### src/rtl/req_encoder_arb_pkg.sv
// Shared types for the request encoder/arbiter: FSM state and selection mode.
package enc_pkg;

    typedef enum logic {
        ENC_IDLE = 1'b0,
        ENC_HOLD = 1'b1
    } enc_state_t;

    typedef enum logic {
        MODE_FIXED = 1'b0,
        MODE_RR    = 1'b1
    } enc_mode_t;

endpackage

### src/rtl/req_encoder_arb_prio_sel.sv
// Combinational selector: first set request at or after base, wrapping past N-1.
// Also reports whether any request is set and whether two or more are set.
module prio_sel #(
    parameter int N = 8,
    localparam int W = $clog2(N)
) (
    input  logic [N-1:0] req_i,
    input  logic [W-1:0] base_i,
    output logic [W-1:0] idx_o,
    output logic         found_o,
    output logic         multi_o
);

    logic [2*N-1:0] dbl;
    logic [2*N-1:0] masked;
    logic           hit;
    int             pos;

    // The upper copy of req supplies the wrapped-around candidates below base.
    assign dbl = {req_i, req_i};

    always_comb begin
        masked = dbl;
        for (int j = 0; j < N; j++) begin
            if (j < int'(base_i)) begin
                masked[j] = 1'b0;
            end
        end
    end

    always_comb begin
        hit = 1'b0;
        pos = 0;
        for (int j = 0; j < 2*N; j++) begin
            if (!hit && masked[j]) begin
                hit = 1'b1;
                pos = j;
            end
        end
    end

    assign idx_o   = (pos >= N) ? W'(pos - N) : W'(pos);
    assign found_o = |req_i;
    assign multi_o = |(req_i & (req_i - 1'b1));

endmodule

### src/rtl/req_encoder_arb.sv
// Registered N-way request encoder with fixed-priority or round-robin selection
// and a valid/ready output handshake; every output is driven straight from a flop.
module req_encoder_arb
    import enc_pkg::*;
#(
    parameter int N = 8,
    localparam int W = $clog2(N)
) (
    input  logic         clk,
    input  logic         rst,
    input  logic [N-1:0] req,
    input  logic         mode,
    input  logic         out_ready,
    output logic         out_valid,
    output logic [W-1:0] out_idx,
    output logic [N-1:0] out_onehot,
    output logic         multi_hit
);

    enc_state_t   state_q, state_d;
    enc_mode_t    mode_q, mode_d;
    logic [W-1:0] ptr_q, ptr_d;
    logic [W-1:0] idx_q, idx_d;
    logic [N-1:0] onehot_q, onehot_d;
    logic         multi_q, multi_d;
    logic         valid_q, valid_d;

    logic         handshake;
    logic         load;
    logic [W-1:0] ptr_adv;
    logic [W-1:0] sel_base;
    logic [W-1:0] sel_idx;
    logic         sel_found;
    logic         sel_multi;

    // The pointer update and the next selection happen in the same cycle, so a
    // back-to-back load already scans from the advanced pointer.
    always_comb begin
        handshake = (state_q == ENC_HOLD) && out_ready;
        ptr_adv   = (idx_q == W'(N - 1)) ? '0 : idx_q + 1'b1;
        ptr_d     = (handshake && mode_q == MODE_RR) ? ptr_adv : ptr_q;
        sel_base  = (enc_mode_t'(mode) == MODE_RR) ? ptr_d : '0;
    end

    prio_sel #(
        .N (N)
    ) u_sel (
        .req_i   (req),
        .base_i  (sel_base),
        .idx_o   (sel_idx),
        .found_o (sel_found),
        .multi_o (sel_multi)
    );

    always_comb begin
        load     = sel_found && ((state_q == ENC_IDLE) || handshake);
        state_d  = state_q;
        mode_d   = mode_q;
        idx_d    = idx_q;
        onehot_d = onehot_q;
        multi_d  = multi_q;
        valid_d  = valid_q;
        if (load) begin
            state_d  = ENC_HOLD;
            mode_d   = enc_mode_t'(mode);
            idx_d    = sel_idx;
            onehot_d = {{(N-1){1'b0}}, 1'b1} << sel_idx;
            multi_d  = sel_multi;
            valid_d  = 1'b1;
        end else if (handshake) begin
            state_d = ENC_IDLE;
            valid_d = 1'b0;
        end
    end

    always_ff @(posedge clk or posedge rst) begin
        if (rst) begin
            state_q  <= ENC_IDLE;
            mode_q   <= MODE_FIXED;
            ptr_q    <= '0;
            idx_q    <= '0;
            onehot_q <= '0;
            multi_q  <= 1'b0;
            valid_q  <= 1'b0;
        end else begin
            state_q  <= state_d;
            mode_q   <= mode_d;
            ptr_q    <= ptr_d;
            idx_q    <= idx_d;
            onehot_q <= onehot_d;
            multi_q  <= multi_d;
            valid_q  <= valid_d;
        end
    end

    assign out_valid  = valid_q;
    assign out_idx    = idx_q;
    assign out_onehot = onehot_q;
    assign multi_hit  = multi_q;

endmodule

### config.mk
export PLATFORM = sky130hd
export DESIGN_NAME = req_encoder_arb
export DESIGN_NICKNAME = d
export VERILOG_FILES = /design/src/rtl/req_encoder_arb_pkg.sv /design/src/rtl/req_encoder_arb_prio_sel.sv /design/src/rtl/req_encoder_arb.sv
export SDC_FILE = /design/constraint.sdc
export NUM_CORES = 1
export LEC_CHECK = 0
export CORE_MARGIN = 2
export CORE_UTILIZATION = 51
export CTS_BUF_LIST = sky130_fd_sc_hd__clkbuf_4 sky130_fd_sc_hd__clkbuf_8 sky130_fd_sc_hd__clkbuf_16
export DETAILED_ROUTE_END_ITERATION = 8
export GPL_TIMING_DRIVEN = 0
export PLACE_DENSITY = 0.78
export SLEW_MARGIN = 25
export SYNTH_ARGS = -nofsm -noshare
export SYNTH_HDL_FRONTEND = slang
export SYNTH_SLANG_ARGS = --single-unit
### constraint.sdc
create_clock -name clk -period 3 [get_ports clk]
set_input_delay 0.6 -clock clk [delete_from_list [all_inputs] [get_ports clk]]
set_output_delay 0.6 -clock clk [all_outputs]
set_load 0.05 [all_outputs]
-- Word-level counts from Yosys, hierarchy flattened
Cells that the tools add are included.
- register bits after elaboration: 17
- word-level logic and storage cells: 101
- bits of input ports: 12
- output and inout port bits: 13
- mux-type cells: 43
- bitwise gates (word level): 2
- add/sub/neg operators: 3
- equality and inequality tests: 1
- $lt $le $gt $ge: 8
- reduce and logical (&&, ||, !) cells: 37
- shift operators: 1
- operator list (operator ; count):
    $mux W4 ; 8
    $mux W1 ; 25
    $mux W3 ; 8
    $logic_and A1 B1 Y1 ; 18
    $reduce_or A8 Y1 ; 2
    $logic_not A1 Y1 ; 15
    $lt A3 B3 Y1 const A ; 3
    $and A8 B8 Y8 ; 1
    $shl A1 B3 Y8 const A ; 1
    $sub A8 B1 Y8 const B ; 1
    $lt A1 B3 Y1 const A ; 2
    $lt A2 B3 Y1 const A ; 2
    $ge A4 B4 Y1 const B ; 1
    $mux W2 ; 2
    $add A3 B1 Y3 const B ; 1
    $eq A3 B3 Y1 const B ; 1
    $sub A3 B1 Y3 const B ; 1
    $reduce_bool A2 Y1 ; 1
    $logic_or A1 B1 Y1 ; 1
    $not A1 Y1 ; 1

-- Longest topological paths before layout
- depth in word-level cells: 55
- depth in mapped cells: 10
- depth with buffers taken out: 10

-- Modules after synthesis
A second synthesis with hierarchy kept.
- cells, all modules: 106
- area, all modules: 1144.8 um^2
- modules (own cells, without submodules) (module ; cells each ; area an instance (um^2) ; times used ; seq. area each (um^2)):
    req_encoder_arb ; 55 ; 808.3 ; 1 ; 425.4
    prio_sel ; 51 ; 336.6 ; 1 ; 0.0

-- Worst setup path before layout
OpenSTA, ideal clock, no wires.
- path type: reg-to-reg
- start: reg idx_q[0], in the netlist out_idx[0]
- end: reg onehot_q[1], in the netlist out_onehot[1]
- clock period less this slack: 2.599 ns
- library setup time: 0.092 ns
- arrival: 2.507 ns
- stages on the path, launching flop included: 10
- path slack: 0.401 ns
- path through: dfrtp_1 -> ha_1 -> ha_1 -> nand2_1 -> nor4_2 -> o32ai_1 -> nor4_2 -> a22oi_4 -> or2_1 -> o31ai_2
- longest elaborated chain between the ends: 55
- elaborated cells on any way between the ends: 83
- ends and longest elaborated chain (what ; RTL line ; RTL):
    from (decl) ; req_encoder_arb.sv:23 ; logic [W-1:0] idx_q, idx_d;
    from (signal assigned) ; req_encoder_arb.sv:89 ; idx_q <= idx_d;
    $add A3 B1 Y3 or $eq A3 B3 Y1 (tied branches) ; req_encoder_arb.sv:40 ; ptr_adv = (idx_q == W'(N - 1)) ? '0 : idx_q + 1'b1;
    $mux W3 (*) ; req_encoder_arb.sv:40 ;
    $mux W3 (*) ; req_encoder_arb.sv:41 ; ptr_d = (handshake && mode_q == MODE_RR) ? ptr_adv : ptr_q;
    $mux W3 (*) ; req_encoder_arb.sv:42 ; sel_base = (enc_mode_t'(mode) == MODE_RR) ? ptr_d : '0;
    $lt A1 B3 Y1 ; req_encoder_arb_prio_sel.sv:25 ; if (j < int'(base_i)) begin
    $mux W1 ; req_encoder_arb_prio_sel.sv:25 ;
    $mux W1 ; req_encoder_arb_prio_sel.sv:35 ; if (!hit && masked[j]) begin
    $logic_not A1 Y1 ; req_encoder_arb_prio_sel.sv:35 ;
    [39 not listed] ; n/a ;
    $logic_and A1 B1 Y1 ; req_encoder_arb_prio_sel.sv:35 ;
    $mux W1 ; req_encoder_arb_prio_sel.sv:35 ;
    $logic_not A1 Y1 ; req_encoder_arb_prio_sel.sv:35 ;
    $logic_and A1 B1 Y1 ; req_encoder_arb_prio_sel.sv:35 ;
    $mux W4 (*) ; req_encoder_arb_prio_sel.sv:35 ;
    $ge A4 B4 Y1 or $sub A3 B1 Y3 (tied branches) ; req_encoder_arb_prio_sel.sv:42 ; assign idx_o = (pos >= N) ? W'(pos - N) : W'(pos);
    $mux W3 (*) ; req_encoder_arb_prio_sel.sv:42 ;
    $shl A1 B3 Y8 (*) ; req_encoder_arb.sv:67 ; onehot_d = {{(N-1){1'b0}}, 1'b1} << sel_idx;
    to (signal assigned) ; req_encoder_arb.sv:90 ; onehot_q <= onehot_d;
    to (decl) ; req_encoder_arb.sv:24 ; logic [N-1:0] onehot_q, onehot_d;
Every way passes the cells marked *; elsewhere a longest branch is shown, timed or not.
A chain may end at the register's enable or synchronous reset.

-- Final worst setup path
- start: in req[0]
- end: reg mode_q
- longest elaborated chain between the ends: 2
- ends and longest elaborated chain (what ; RTL line ; RTL):
    from (decl) ; req_encoder_arb.sv:11 ; input logic [N-1:0] req,
    $reduce_or A8 Y1 ; req_encoder_arb_prio_sel.sv:43 ; assign found_o = |req_i;
    $logic_and A1 B1 Y1 ; req_encoder_arb.sv:56 ; load = sel_found && ((state_q == ENC_IDLE) || handshake);
    to (signal assigned) ; req_encoder_arb.sv:87 ; mode_q <= mode_d;
    to (decl) ; req_encoder_arb.sv:21 ; enc_mode_t mode_q, mode_d;
No other way between the ends.

==> results.toml <==
[yosys]
yosys.area_share.simple_pct = 26.8
synth_compound_area_share_pct = 26.7
ys_types = 52
ys_seq_elements = 17
seq_area_frac_synth_pct = 33.1
synth_cells = 138
synth-edff-count = 0
synthTopCellsByArea = "dfrtp_1, nor2_1, nand2_1, nand2b_1, nor4_2"
async_reset_ff_share_pct = 100
synth_fp_nets = 152
post_synth.cell_area_avg_um2 = 9.32
synth_area_leader_cell = "dfrtp_1"
muxShareOfSynthArea_pct = 6.03
yosysWarnings = 0
synth_xor_xnor_area_share_pct = 0
synth_fa_ha_area_share_pct = 3.50
synth_top_area_share_pct = 33.1
synth_top_family_by_area = "simple AND/OR/NAND/NOR gates"
synth_ff_type = "dfrtp_1"
synth_area_um2 = 1290

[floorplan]
die_y_um = 54.2
num_rows = 18
dieArea_um2 = 2940
die_width_um = 54.2
start_util_pct = 52.9
ios = 25
core_um2 = 2430

[sta]
whs_ps = 485
finalHoldViolCount = 0
fmax_ghz = 0.356
relSlewSlack_pct = 54.6
clock_skew_ps = 3.73
rsz0062_at_grt = "no"
finalCriticalPeriod_ps = 2810
worstMarginPinSlew_ps = 680
slew_violations = 0
setup_viol = 0
period_share_pct = 93.7

[layout]
regArea_um2 = 425
n_antenna_cell = 0
drive_gt1_share_pct = 17.1
final_util_pct = 64.7
nFillCells = 210
syn_to_final_growth_pct = 22.4
multi_input_area_um2 = 811
fin_nets = 179

[setup_path]
worstSetupEndpoint = "mode_q"
arrival_ps = 3000
reg2reg_to = "out_onehot[1]"
ff2ff_path_depth = 9
r2r_start = "out_idx[0]"
critPathKind = "input pin to flop"
regToRegSetupSlack_ps = 400
critPathCaptureType = "flop"
worstPathRequired_ps = 3190
crit_path_max_fanout = 10
critPathLaunchType = "input pin"
startpoint = "req[0]"

[placed_design]
dp_hpwl_um = 2330
portBuffers = 22
gp_congestion = 0.918

[clocking]
clkTransAtPathRegs_ps = 100
htree_levels = 1
cts_resized = 0
clockBufferDepth = 2
cts_sinks = 17
tritoncts = "done"
postCtsHoldBufs = 0
postCtsSetupBuffers = 0
cts_root_buf = "clkbuf_4"
clock_latency_ps = 290
cts_made_buffers = 3

[route]
routedWlPerCell_um = 15.0
via_count = 1168
totalWireLength_um = 2910
firstDrtPassIters = 5
vias_per_cell = 6.02
drcViolationCount = 0
drtAntennaViolNets = 0
drtIter0Drc = 37

[outcome]
outcome = "complete, no violations"

[power_and_ir_drop]
p_int_w = 0.000614
peakVddDrop_uv = 448
pwr-share-comb_pct = 58.2
p_leak_nw = 0.638
seq_power_share_pct = 30.0
swShare_pct = 46.5
clock_power_share_pct = 11.8
powerDensity_nw_per_um2 = 729
p_switching_w = 0.000534

[worst_hold_path]
hold_path_class = "flop to flop"

[grt]
grt_max_degree = 18
grt-ovfl-total = 0
antenna_found_initial = 0
grt_pass1_wl_um = 4720
grt_util_all_layers_pct = 22.5
grt_pass1_vias = 1030

[flow_run]
cap_violations = 0
## power groups by stage
stage                     clock [W]  combinational, W  sequential (W)
final                      0.000136          0.000668        0.000344
after global routing       0.000146          0.000723        0.000350
after CTS                  0.000136          0.000668        0.000343
after detailed placement          0          0.000665        0.000348
after global placement            0          0.000657        0.000345
after floorplan                   0          0.000338        0.000493
## layer usage
layer / up-vias / track usage [%] / routed length [um] / part of all wire [%]
li1: 562 / - / - / -
met1: 562 / 28.9 / 1360 / 47
met2: 37 / 37.6 / 1380 / 47
met3: 7 / 3.01 / 117 / 4.0
met4: 0 / 9.58 / 53 / 1.8
met5: - / 0 / 0 / 0
## worst min-delay path by stage
stage | cells after the start | to | from
4_1_cts | 1 | multi_hit | multi_hit
2_1_floorplan | 1 | mode_q | mode_q
3_5_place_dp | 1 | multi_hit | multi_hit
3_3_place_gp | 2 | out_onehot[7] | out_onehot[7]
5_1_grt | 1 | multi_hit | multi_hit
6_report | 1 | multi_hit | multi_hit
## state kept, by name, indices dropped and copies added (netlist names)
name and cells:
ptr_q 3, multi_hit 1, out_onehot 8, mode_q 1, state_q 1, out_idx 3
## worst max-delay path: stages
cell             delay [ps]
clkdlybuf4s50_1         530
nor4_2                  500
nor2b_1                 230
nand2b_1                160
o31ai_2                 310
buf_2                   310
mux2_2                  360
## placed cells by master (no fill, tap or decap), types with 3 or more instances in the layout
master,count
clkbuf_1,3
inv_1,3
o21ai_1,3
clkbuf_4,4
clkdlybuf4s50_1,22
nand2b_1,6
dfrtp_1,17
nand2_1,12
nor4_2,3
mux2_2,3
o31ai_2,3
o21ai_0,4
nor3_1,7
and2_1,3
a21oi_1,5
nor2b_1,5
nor2_1,13
## cells by family (layout without fill, tap and decap cells)
kind of cell               after synthesis  in the layout
adders and majority gates                4              4
AOI/OAI and AO/OA                       39             39
buffers and inverters                   10             36
muxes                                    6              6
DFF                                     17             17
and+or+nand+nor                         62             62
## final cells by class
type	count	area share [%]
Multi-Input combinational cell	111	51.5
Inverter	4	0.954
Buffer	6	2.23
Clock buffer	4	1.91
Tap cell	30	2.38
Timing Repair Buffer	22	14.0
Sequential cell	17	27.0
## Yosys cell counts, drive strengths merged (3+ instances only)
library cell / instances
a21oi: 5
nor3: 7
clkbuf: 3
o31ai: 6
nand2: 12
dfrtp: 17
buf: 3
and2: 4
o21ai: 8
nand2b: 6
inv: 4
nor4: 3
nor2b: 5
mux2: 5
nor2: 13
## stage by stage
stage / std cells / total power [W] / TNS [ps] / worst slack (ps) / instance area, um2
global route: 194 / 0.00122 / 0 / 60.5 / 1570
detailed placement: 190 / 0.00101 / -186 / -93.3 / 1540
global placement: 190 / 0.00100 / -80.5 / -40.9 / 1540
CTS: 194 / 0.00115 / 0 / 226 / 1570
floorplan: 138 / 0.000831 / 0 / 401 / 1290
finish: 194 / 0.00115 / 0 / 189 / 1570
Note: power is estimated with default switching activity, not from simulation.
